`config.mk`:
```
export PLATFORM = sky130hd
export DESIGN_NAME = clint_timer
export DESIGN_NICKNAME = d
export VERILOG_FILES = /design/src/rtl/clint_pkg.sv /design/src/rtl/clint_cmp_ch.sv /design/src/rtl/clint_timer.sv
export SDC_FILE = /design/constraint.sdc
export NUM_CORES = 1
export LEC_CHECK = 0
export CAP_MARGIN = 20
export CELL_PAD_IN_SITES_DETAIL_PLACEMENT = 1
export CELL_PAD_IN_SITES_GLOBAL_PLACEMENT = 1
export CORE_MARGIN = 3
export CORE_UTILIZATION = 44
export DETAILED_ROUTE_END_ITERATION = 8
export MAX_ROUTING_LAYER = met4
export PLACE_DENSITY = 0.77
export RECOVER_POWER = 25
export SLEW_MARGIN = 5
export SYNTH_ARGS = -nofsm -noshare
export SYNTH_HDL_FRONTEND = slang
export SYNTH_SLANG_ARGS = --single-unit
export TNS_END_PERCENT = 5
```
`constraint.sdc`:
```
create_clock -name clk -period 4.77 [get_ports clk]
set_input_delay 1.1925 -clock clk [delete_from_list [all_inputs] [get_ports clk]]
set_output_delay 1.1925 -clock clk [all_outputs]
set_load 0.05 [all_outputs]
```
`src/rtl/clint_pkg.sv`:
```
// Shared definitions for the CLINT machine timer.
// Contents: the register offsets within the 64 KiB region, the ctrl field
// index, and a byte-lane merge helper that every bus-writable register uses.
package clint_pkg;

  localparam logic [15:0] OFS_MSIP   = 16'h0000;
  localparam logic [15:0] OFS_CMP    = 16'h4000;  // +8*i lo, +8*i+4 hi
  localparam logic [15:0] OFS_CTRL   = 16'h4800;  // +4*i
  localparam logic [15:0] OFS_PERIOD = 16'h4A00;  // +4*i
  localparam logic [15:0] OFS_PEND   = 16'h4C00;
  localparam logic [15:0] OFS_PRESC  = 16'hBFF0;
  localparam logic [15:0] OFS_MTIME  = 16'hBFF8;  // lo, +4 hi

  localparam int unsigned CTRL_PERIODIC = 0;

  // Bytes whose mask bit is set come from new_v; all other bytes keep old_v.
  function automatic logic [31:0] byte_merge(input logic [31:0] old_v,
                                             input logic [31:0] new_v,
                                             input logic [3:0]  mask);
    logic [31:0] r;
    for (int unsigned b = 0; b < 4; b++) begin
      r[8*b +: 8] = mask[b] ? new_v[8*b +: 8] : old_v[8*b +: 8];
    end
    return r;
  endfunction

endpackage

```
`src/rtl/clint_cmp_ch.sv`:
```
// One compare channel of the CLINT timer.
// Holds cmp (64b), the periodic ctrl bit, period (32b) and the pending flag;
// performs auto-reload and drives the registered per-channel interrupt.
// Ports:
//   clk, rstn            clock, synchronous active-low reset
//   mtime                current (pre-increment) timer value
//   wr_cmp_lo/hi         bus write strobes for the two cmp halves
//   wr_ctrl, wr_period   bus write strobes for ctrl and period
//   pend_clr             write-1-to-clear request for this channel's pending bit
//   wdata, wmask         bus write data and byte enables
//   cmp, periodic,
//   period, pending      register state for the read mux
//   irq                  registered timer interrupt
module clint_cmp_ch
  import clint_pkg::*;
(
  input  logic        clk,
  input  logic        rstn,
  input  logic [63:0] mtime,
  input  logic        wr_cmp_lo,
  input  logic        wr_cmp_hi,
  input  logic        wr_ctrl,
  input  logic        wr_period,
  input  logic        pend_clr,
  input  logic [31:0] wdata,
  input  logic [3:0]  wmask,
  output logic [63:0] cmp,
  output logic        periodic,
  output logic [31:0] period,
  output logic        pending,
  output logic        irq
);

  logic        match;
  logic        auto_reload;
  logic        reload;
  logic        pend_set;
  logic [63:0] cmp_next;

  always_comb begin
    match       = (mtime >= cmp);
    auto_reload = periodic && (period != '0);
    reload      = auto_reload && match;
    // Periodic mode sets pending on every match, even with period=0.
    pend_set    = periodic && match;

    cmp_next = cmp;
    if (wr_cmp_lo || wr_cmp_hi) begin
      // A software write to either half suppresses that cycle's reload.
      if (wr_cmp_lo) cmp_next[31:0]  = byte_merge(cmp[31:0],  wdata, wmask);
      if (wr_cmp_hi) cmp_next[63:32] = byte_merge(cmp[63:32], wdata, wmask);
    end else if (reload) begin
      cmp_next = cmp + {32'd0, period};
    end
  end

  always_ff @(posedge clk) begin
    if (!rstn) begin
      cmp      <= '1;
      periodic <= 1'b0;
      period   <= '0;
      pending  <= 1'b0;
      irq      <= 1'b0;
    end else begin
      cmp <= cmp_next;
      if (wr_ctrl && wmask[0]) periodic <= wdata[CTRL_PERIODIC];
      if (wr_period) period <= byte_merge(period, wdata, wmask);
      if (pend_set) begin
        pending <= 1'b1;
      end else if (pend_clr) begin
        pending <= 1'b0;
      end
      irq <= auto_reload ? pending : match;
    end
  end

endmodule

```
`src/rtl/clint_timer.sv`:
```
// Memory-mapped machine timer (CLINT) on the pipeline mem_* data bus.
// Holds the 64-bit mtime with prescaler, msip, address decode and the read
// mux; compare channels are clint_cmp_ch instances.
// Ports:
//   clk, rstn            clock, synchronous active-low reset
//   mem_valid/mem_write  bus request strobe and direction (1=write)
//   mem_wmask, mem_wdata byte enables and write data
//   mem_addr             byte address, [1:0] ignored
//   mem_rdata            read data, valid the cycle after the request
//   irq_timer            per-channel timer interrupt (registered)
//   irq_soft             software interrupt (msip bit0, registered)
module clint_timer
  import clint_pkg::*;
#(
  parameter logic [31:0] BASE_ADDR = 32'h4400_0000,
  parameter int unsigned N_CMP     = 1,
  parameter int unsigned PRESC_W   = 8
) (
  input  logic               clk,
  input  logic               rstn,
  input  logic               mem_valid,
  input  logic               mem_write,
  input  logic [3:0]         mem_wmask,
  input  logic [31:0]        mem_wdata,
  input  logic [31:0]        mem_addr,
  output logic [31:0]        mem_rdata,
  output logic [N_CMP-1:0]   irq_timer,
  output logic               irq_soft
);

  logic               hit;
  logic [15:0]        ofs;
  logic               we;
  logic               wr_msip, wr_presc, wr_mt_lo, wr_mt_hi;
  logic               tick;
  logic [63:0]        mtime, mtime_inc, mtime_next;
  logic [PRESC_W-1:0] prescale, presc_cnt;
  logic               msip;

  logic               rd_valid, rd_hit;
  logic [15:0]        rd_ofs;
  logic [31:0]        rdata;

  logic [63:0]        ch_cmp    [N_CMP];
  logic [31:0]        ch_period [N_CMP];
  logic [N_CMP-1:0]   ch_periodic;
  logic [N_CMP-1:0]   pend_vec;

  logic               unused_addr_bits;
  assign unused_addr_bits = ^mem_addr[1:0];

  assign hit      = (mem_addr[31:16] == BASE_ADDR[31:16]);
  assign ofs      = {mem_addr[15:2], 2'b00};
  assign we       = mem_valid && mem_write && hit;
  assign wr_msip  = we && (ofs == OFS_MSIP);
  assign wr_presc = we && (ofs == OFS_PRESC);
  assign wr_mt_lo = we && (ofs == OFS_MTIME);
  assign wr_mt_hi = we && (ofs == 16'(32'(OFS_MTIME) + 4));

  assign tick = (presc_cnt == prescale);

  always_comb begin
    mtime_inc  = tick ? mtime + 64'd1 : mtime;
    // Unwritten bytes follow the incremented value; a split write never
    // carries from the written low half into the high half.
    mtime_next = mtime_inc;
    if (wr_mt_lo) mtime_next[31:0]  = byte_merge(mtime_inc[31:0],  mem_wdata, mem_wmask);
    if (wr_mt_hi) mtime_next[63:32] = byte_merge(mtime_inc[63:32], mem_wdata, mem_wmask);
  end

  always_ff @(posedge clk) begin
    if (!rstn) begin
      mtime     <= '0;
      prescale  <= '0;
      presc_cnt <= '0;
      msip      <= 1'b0;
      irq_soft  <= 1'b0;
      rd_valid  <= 1'b0;
      rd_hit    <= 1'b0;
      rd_ofs    <= '0;
    end else begin
      mtime <= mtime_next;
      if (wr_presc) begin
        prescale  <= PRESC_W'(byte_merge(32'(prescale), mem_wdata, mem_wmask));
        presc_cnt <= '0;
      end else if (tick) begin
        presc_cnt <= '0;
      end else begin
        presc_cnt <= presc_cnt + 1'b1;
      end
      if (wr_msip && mem_wmask[0]) msip <= mem_wdata[0];
      irq_soft <= msip;
      if (mem_valid && !mem_write) begin
        rd_valid <= 1'b1;
        rd_hit   <= hit;
        rd_ofs   <= ofs;
      end
    end
  end

  for (genvar g = 0; g < N_CMP; g++) begin : g_ch
    clint_cmp_ch u_ch (
      .clk       (clk),
      .rstn      (rstn),
      .mtime     (mtime),
      .wr_cmp_lo (we && (ofs == 16'(32'(OFS_CMP) + 8*g))),
      .wr_cmp_hi (we && (ofs == 16'(32'(OFS_CMP) + 8*g + 4))),
      .wr_ctrl   (we && (ofs == 16'(32'(OFS_CTRL) + 4*g))),
      .wr_period (we && (ofs == 16'(32'(OFS_PERIOD) + 4*g))),
      .pend_clr  (we && (ofs == OFS_PEND) && mem_wmask[0] && mem_wdata[g]),
      .wdata     (mem_wdata),
      .wmask     (mem_wmask),
      .cmp       (ch_cmp[g]),
      .periodic  (ch_periodic[g]),
      .period    (ch_period[g]),
      .pending   (pend_vec[g]),
      .irq       (irq_timer[g])
    );
  end

  // Read data is built from the registered address and live state.
  always_comb begin
    rdata = '1;
    if (!rd_valid) begin
      rdata = '0;
    end else if (rd_hit) begin
      if (rd_ofs == OFS_MSIP)                  rdata = {31'd0, msip};
      if (rd_ofs == OFS_PEND)                  rdata = 32'(pend_vec);
      if (rd_ofs == OFS_PRESC)                 rdata = 32'(prescale);
      if (rd_ofs == OFS_MTIME)                 rdata = mtime[31:0];
      if (rd_ofs == 16'(32'(OFS_MTIME) + 4))   rdata = mtime[63:32];
      for (int unsigned i = 0; i < N_CMP; i++) begin
        if (rd_ofs == 16'(32'(OFS_CMP) + 8*i))     rdata = ch_cmp[i][31:0];
        if (rd_ofs == 16'(32'(OFS_CMP) + 8*i + 4)) rdata = ch_cmp[i][63:32];
        if (rd_ofs == 16'(32'(OFS_CTRL) + 4*i))    rdata = {31'd0, ch_periodic[i]};
        if (rd_ofs == 16'(32'(OFS_PERIOD) + 4*i))  rdata = ch_period[i];
      end
    end
  end

  assign mem_rdata = rdata;

endmodule
```
# After elaboration in Yosys (flattened, before gate mapping)

Index checks and enable logic that the tools add are counted.

Register bits: 197
Output and inout bits: 34
Word-level logic and storage cells: 125

$add $sub $neg: 3
Order comparisons: 1
Eq/ne operators: 24
Multiplexer cells: 33
Bitwise logic cells: 1
Reductions and logical operators: 40

Operator list:

| kind                                                              | number |
|---|---|
| 32-bit 2-to-1 mux                                                 | 15 |
| 64-bit 2-to-1 mux                                                 | 3 |
| 14-bit by 13-bit == test with 1-bit output, second input constant | 10 |
| 8-bit 2-to-1 mux                                                  | 12 |
| 14-bit == test, second input constant                             | 6 |
| 64-bit by 1-bit adder with 64-bit output, second input constant   | 1 |
| 64-bit by 32-bit adder with 64-bit output                         | 1 |
| 64-bit >= comparator                                              | 1 |
| 16-bit zero test                                                  | 2 |
| 32-bit nonzero test                                               | 1 |
| 3-bit AND reduction                                               | 8 |
| 1-bit logical AND                                                 | 19 |
| 16-bit by 15-bit == test with 1-bit output, second input constant | 1 |
| 2-bit AND reduction                                               | 5 |
| 8-bit by 1-bit adder with 8-bit output, second input constant     | 1 |
| 8-bit == test                                                     | 1 |
| 2-bit != test, second input constant                              | 4 |
| 2-bit by 1-bit != test with 1-bit output, second input constant   | 2 |
| 2-bit nonzero test                                                | 2 |
| 1-bit 2-to-1 mux                                                  | 3 |
| 3-bit OR reduction                                                | 1 |
| 1-bit zero test                                                   | 1 |
| 1-bit logical OR                                                  | 1 |
| 1-bit inverter                                                    | 1 |

# Longest topological paths before layout

Depth in word-level cells: 12
Gate-level depth with buffers: 13
Depth with buffers taken out: 12

# Modules after synthesis

From an unflattened synthesis, not the netlist that was laid out.

Cell total of the unflattened synthesis: 2092
Area total of the unflattened synthesis: 15646.3 um^2

By module, submodules not included:

| module       | times used | cells an instance | area each (um^2) | seq. area each (um^2) |
|---|---|---|---|---|
| clint_cmp_ch | 1          | 1151              | 8574.5           | 1981.9 |
| clint_timer  | 1          | 941               | 7071.8           | 1961.9 |

# Least setup slack after synthesis

Ideal clock, no wire load.

Path type: register -> output
Start: reg rd_ofs[2]
End: out mem_rdata[3]
Arrival: 2.927 ns
Setup slack: 0.650 ns
Stages on the path, launching flop included: 12
Cells stage by stage: dfxtp_1 -> clkbuf_1 -> nor2_1 -> clkbuf_1 -> nand2_1 -> nor2_1 -> a22oi_1 -> clkbuf_1 -> a31oi_1 -> a211oi_1 -> a21oi_1 -> o21ai_0

Longest elaborated chain between the ends: 12
Elaborated cells between the ends (all ways): 20
Classes of those cells: eq/ne (8); mux (11); reduce/logical (1)

RTL lines:

| what                   | RTL line           | RTL |
|---|---|---|
| start, declared        | clint_timer.sv:41  | `logic [15:0] rd_ofs;` |
| start signal, assigned | clint_timer.sv:96  | `rd_ofs <= ofs;` |
| 16-bit zero test       | clint_timer.sv:127 | `if (rd_ofs == OFS_MSIP) rdata = {31'd0, msip};` |
| 32-bit 2-to-1 mux      | clint_timer.sv:127 |  |
| 32-bit 2-to-1 mux      | clint_timer.sv:128 | `if (rd_ofs == OFS_PEND) rdata = 32'(pend_vec);` |
| 32-bit 2-to-1 mux      | clint_timer.sv:129 | `if (rd_ofs == OFS_PRESC) rdata = 32'(prescale);` |
| 32-bit 2-to-1 mux      | clint_timer.sv:130 | `if (rd_ofs == OFS_MTIME) rdata = mtime[31:0];` |
| 32-bit 2-to-1 mux      | clint_timer.sv:131 | `if (rd_ofs == 16'(32'(OFS_MTIME) + 4)) rdata = mtime[63:32];` |
| 32-bit 2-to-1 mux      | clint_timer.sv:133 | `if (rd_ofs == 16'(32'(OFS_CMP) + 8*i)) rdata = ch_cmp[i][31:0];` |
| 32-bit 2-to-1 mux      | clint_timer.sv:134 | `if (rd_ofs == 16'(32'(OFS_CMP) + 8*i + 4)) rdata = ch_cmp[i][63:32];` |
| 32-bit 2-to-1 mux      | clint_timer.sv:135 | `if (rd_ofs == 16'(32'(OFS_CTRL) + 4*i)) rdata = {31'd0, ch_periodic[i]};` |
| 32-bit 2-to-1 mux (*)  | clint_timer.sv:136 | `if (rd_ofs == 16'(32'(OFS_PERIOD) + 4*i)) rdata = ch_period[i];` |
| 32-bit 2-to-1 mux (*)  | clint_timer.sv:126 | `end else if (rd_hit) begin` |
| 32-bit 2-to-1 mux (*)  | clint_timer.sv:124 | `if (!rd_valid) begin` |
| end, declared          | clint_timer.sv:26  | `output logic [31:0] mem_rdata,` |

Every way passes the cells marked *; elsewhere a longest branch is shown, timed or not.

# Worst setup path in the final report

Start: reg rd_ofs[11]
End: out mem_rdata[10]

Same word-level chain as after synthesis.

==> metrics.sh <==
STATUS='complete, but fails checks'
VIOLATIONS='max-capacitance violations, max-slew violations'
WIRE_LENGTH_OF_THE_FIRST_GLOBAL_ROUTING_PASS_UM=106000
SYNTH-MAIN-FF-CELL='dfxtp_1'
FINALCRITPERIODSHARE_PCT=94.6
GRT_SETUP_UNREPAIRED='false'
VIAS_PER_CELL=6.52
DRT_PASS1_ITERATIONS=6
PATH_MAX_FANOUT=25
CORE_AREA_MM2=0.0330
SYNTH_EDF_COUNT=0
MAX-SLEW-MARGIN-REL_PCT=-27.6
HP-CLASS='flip-flop to flip-flop'
CTS-HTREE-LEVELS=4
ROUTED-VIA-COUNT=17100
ROUTABILITYCONGESTION=1.02
DRT_DRC_VIOLATIONS_LEFT=0
SYN-NUM-NETS=2261
CRITICAL_PATH.MAX_STAGE_DELAY_PS=630
INITIAL_UTILIZATION_PCT=45.2
PORT_BUFFERS=103
POST_SYNTH_INSTANCE_AREA_MM2=0.0149
FIRST_GLOBAL_VIAS=17400
CTS_TREE='yes'
FINAL_REPORT_SETUP_VIOLATION_COUNT=0
WL_PER_CELL_UM=26.6
TIMING.CRITICAL_PATH.REQUIRED_PS=3580
DETAIL_ROUTE_ANTENNA_NETS=0
COMMONEST_NON_FILL_NON_TAP_CELLS_IN_THE_LAYOUT='nand2_1 (317), o21ai_0 (205), dfxtp_1 (197), a21oi_1 (173), nor2_1 (172)'
POWER.LEAKAGE_nW=7.36
ROOT_BUFFER='clkbuf_16'
SYNTH_ASYNC_SR_FLOP_SHARE_PCT=0
ROWS=66
PIN_COUNT_OF_THE_BIGGEST_NET_ENTERING_GLOBAL_ROUTING=81
YOSYS_WARNINGS=0
CRIT_PATH_TOP_DELAY_CELL='o21ai_0'
WORST-SETUP-PATH-TYPE='flip-flop to output pin'
SYNTH_COMPOUND_GATE_AREA_SHARE_PCT=26.8
IRDROPWORSTVDD_mV=0.287
POST_SYNTH.CELL_AREA_AVG_UM2=7.15
SYNTH.DISTINCT_CELLS=73
START_KIND='flip-flop'
UTILIZATION_PCT=53.0
FIN_SKEW_PS=10.8
TIMING.FINAL.HOLD_VIOLATIONS=0
FLOORPLAN.IO_PINS=106
SETUP_TOTAL_NEGATIVE_SLACK_PS=0
TIMING.CRITICAL_PATH.BUF_INV=2
CRITICAL_PATH_ARRIVAL_PS=3320
POWER_DENSITY_OVER_THE_CELLS_mW_PER_MM2=220
GRT_REMAINING_OVERFLOW=0
CLKTRANSATPATHREGS_PS=80
SYN2LAYOUT_AREA_GROWTH_PCT=17.3
DRV_SLEW=81
CTS_SETUP_BUFFERS=0
SHARE_OF_CELLS_ABOVE_DRIVE_STRENGTH_1_PCT=6.87
POSTSYNTHREGISTERBITS=197
GRT.TOTAL_USAGE_PCT=39.4
SYNTH_SIMPLE_GATE_AREA_SHARE_PCT=24.9
N_ANTENNA_CELL=0
PERIOD_NEEDED_PS=4510
DESIGN.DIE.AREA_MM2=0.0362
CTS_SINKS=197
FMAX_MHz=222
SYNTH_CELLS=2090
POWER.TOTAL_mW=3.86
TIGHTEST_SLEW_PS=1910
CRITPATHCAPTURETYPE='output pin'
CP_CELL_SEQUENCE='nand4_1 > nor3_2 > and3_1 > buf_12 > a22o_1 > o21ai_0 > o21ai_0 > buf_12'
SHARE_OF_CELL_AREA_TAKEN_BY_MUXES_AFTER_SYNTHESIS_PCT=1.81
CTS_MAX_PATH_BUFFERS=2
DRT_WL_TOTAL_UM=69800
FILLERS=4233
POST_SYNTH_FA_HA_MAJ_AREA_FRACTION_PCT=8.34
CRITICAL_PATH.TOP_DELAY_FAMILY='compound AO/OA/AOI/OAI gates'
DP_HPWL_UM=53400
WORST_SKEW_PAIR.LATE_LATENCY_PS=480
NUMBER_OF_VIOLATIONS_OF_THE_MAX_CAPACITANCE_LIMIT=1
DIE_HEIGHT_UM=190
ANTENNA_FOUND_INITIAL=0
SEQ_AREA_FRAC_SYNTH_PCT=26.4
YOSYS.AREA_SHARE.XOR_XNOR_PCT=6.10
TOTAL_CLOCK_BUFFERS_CREATED_BY_CTS=17
MOST_COMMON_CELL_AFTER_LAYOUT_FILL_AND_TAPS_ASIDE='nand2_1'
SYNTH_TOP_FAMILY_BY_AREA='compound AO/OA/AOI/OAI gates'
INITIALDRTVIOLATIONCOUNT=1313
DESIGN.FINAL.NETS=2341
FLOORPLAN.DIE.WIDTH_UM=190
[logic make-up (layout without fill, tap and decap cells)]
group                    after synthesis  in the layout
AO/OA/AOI/OAI                        645            645
XOR/XNOR                             104            104
adder cells (fa/ha/maj)               99             99
buffers and inverters                224            317
AND/OR/NAND/NOR                      794            794
flip-flops                           197            197
multiplexers                          27             27
[Yosys cell counts, types with 15 or more instances]
cell / number / area share [%]
nand2_1: 317 / 8.0
clkbuf_1: 106 / 2.7
nand2b_1: 16 / 0.67
or3_1: 19 / 0.80
a22oi_1: 27 / 1.4
ha_1: 98 / 8.2
nor2_1: 172 / 4.3
nor4_1: 34 / 1.4
and2_1: 16 / 0.67
a21oi_1: 173 / 5.8
inv_1: 111 / 2.8
dfxtp_1: 197 / 26
o211ai_1: 21 / 1.1
xnor2_1: 67 / 3.9
nand3_1: 52 / 1.7
xor2_1: 37 / 2.2
mux2i_1: 27 / 1.8
a22o_1: 25 / 1.5
nand4_1: 41 / 1.7
a211oi_1: 60 / 3.0
and3_1: 27 / 1.1
nor3_1: 47 / 1.6
a21o_1: 15 / 0.75
o21ai_0: 205 / 6.9
a31oi_1: 18 / 0.75
[repair_timing]
item,4_1_cts,5_1_grt
setup endpoints to repair,0,7
resized for setup,0,2
hold buffers,0,0
[state kept, by name, indices dropped and copies added (netlist names)]
name / cells
g_ch.u_ch.cmp: 64
g_ch.u_ch.irq: 1
g_ch.u_ch.pending: 1
g_ch.u_ch.period: 32
g_ch.u_ch.periodic: 1
irq_soft: 1
msip: 1
mtime: 64
presc_cnt: 8
prescale: 8
rd_hit: 1
rd_ofs: 14
rd_valid: 1
[per-layer routing]
metal / share of wire (%) / routed length, um / global-route usage, % / vias up
met3: 7.1 / 4930 / 6.21 / 236
li1: - / - / - / 7718
met4: 7.4 / 5190 / 24.2 / 0
met2: 45 / 31600 / 62.2 / 748
met1: 40 / 28100 / 47.3 / 8404
met5: 0 / 0 / - / -
[cell type report]
type / instances / area [um^2] / share of cell area (%)
inverters: 111 / 419 / 2.39
clock inverters: 12 / 118 / 0.671
clock buffers: 20 / 447 / 2.55
multi-input cells: 1669 / 10200 / 58.0
repair buffers: 174 / 1880 / 10.7
flip-flops and latches: 197 / 3940 / 22.5
well taps: 442 / 553 / 3.16
[stage by stage]
stage,worst slack [ps],cells,instance area [um^2],hold WS [ps]
2_1_floorplan,650,2090,14900,436
3_3_place_gp,201,2590,16900,455
3_5_place_dp,150,2592,17000,466
4_1_cts,55.9,2624,17500,478
5_1_grt,139,2625,17500,510
6_report,255,2625,17500,475
[where the power goes]
group,leakage (nW),switching [mW],total [mW],internal [mW]
Clock,0.277,0.742,1.49,0.745
Combinational,5.49,0.429,0.703,0.274
Sequential,1.59,0.0164,1.67,1.65
Total,7.36,1.19,3.86,2.67
[tightest hold or removal path: stages, from the launching register on]
cell     delay [ps]
dfxtp_1         330
nand2_1          60
a21oi_1          50
[worst paths after layout]
check / startpoint / endpoint / slack [ps] / depth (start not counted)
worst max-delay path: rd_ofs[11]$_SDFFE_PN0P_ / mem_rdata[10] / 260 / 8
worst min-delay path: rd_ofs[5]$_SDFFE_PN0P_ / rd_ofs[5]$_SDFFE_PN0P_ / 470 / 2
worst max register to register: g_ch[0].u_ch.cmp[51]$_SDFFE_PN1P_ / g_ch[0].u_ch.cmp[18]$_SDFFE_PN1P_ / 530 / 11
worst min register to register: rd_ofs[5]$_SDFFE_PN0P_ / rd_ofs[5]$_SDFFE_PN0P_ / 470 / 2
No activity file was read; power rests on OpenSTA's default activity.
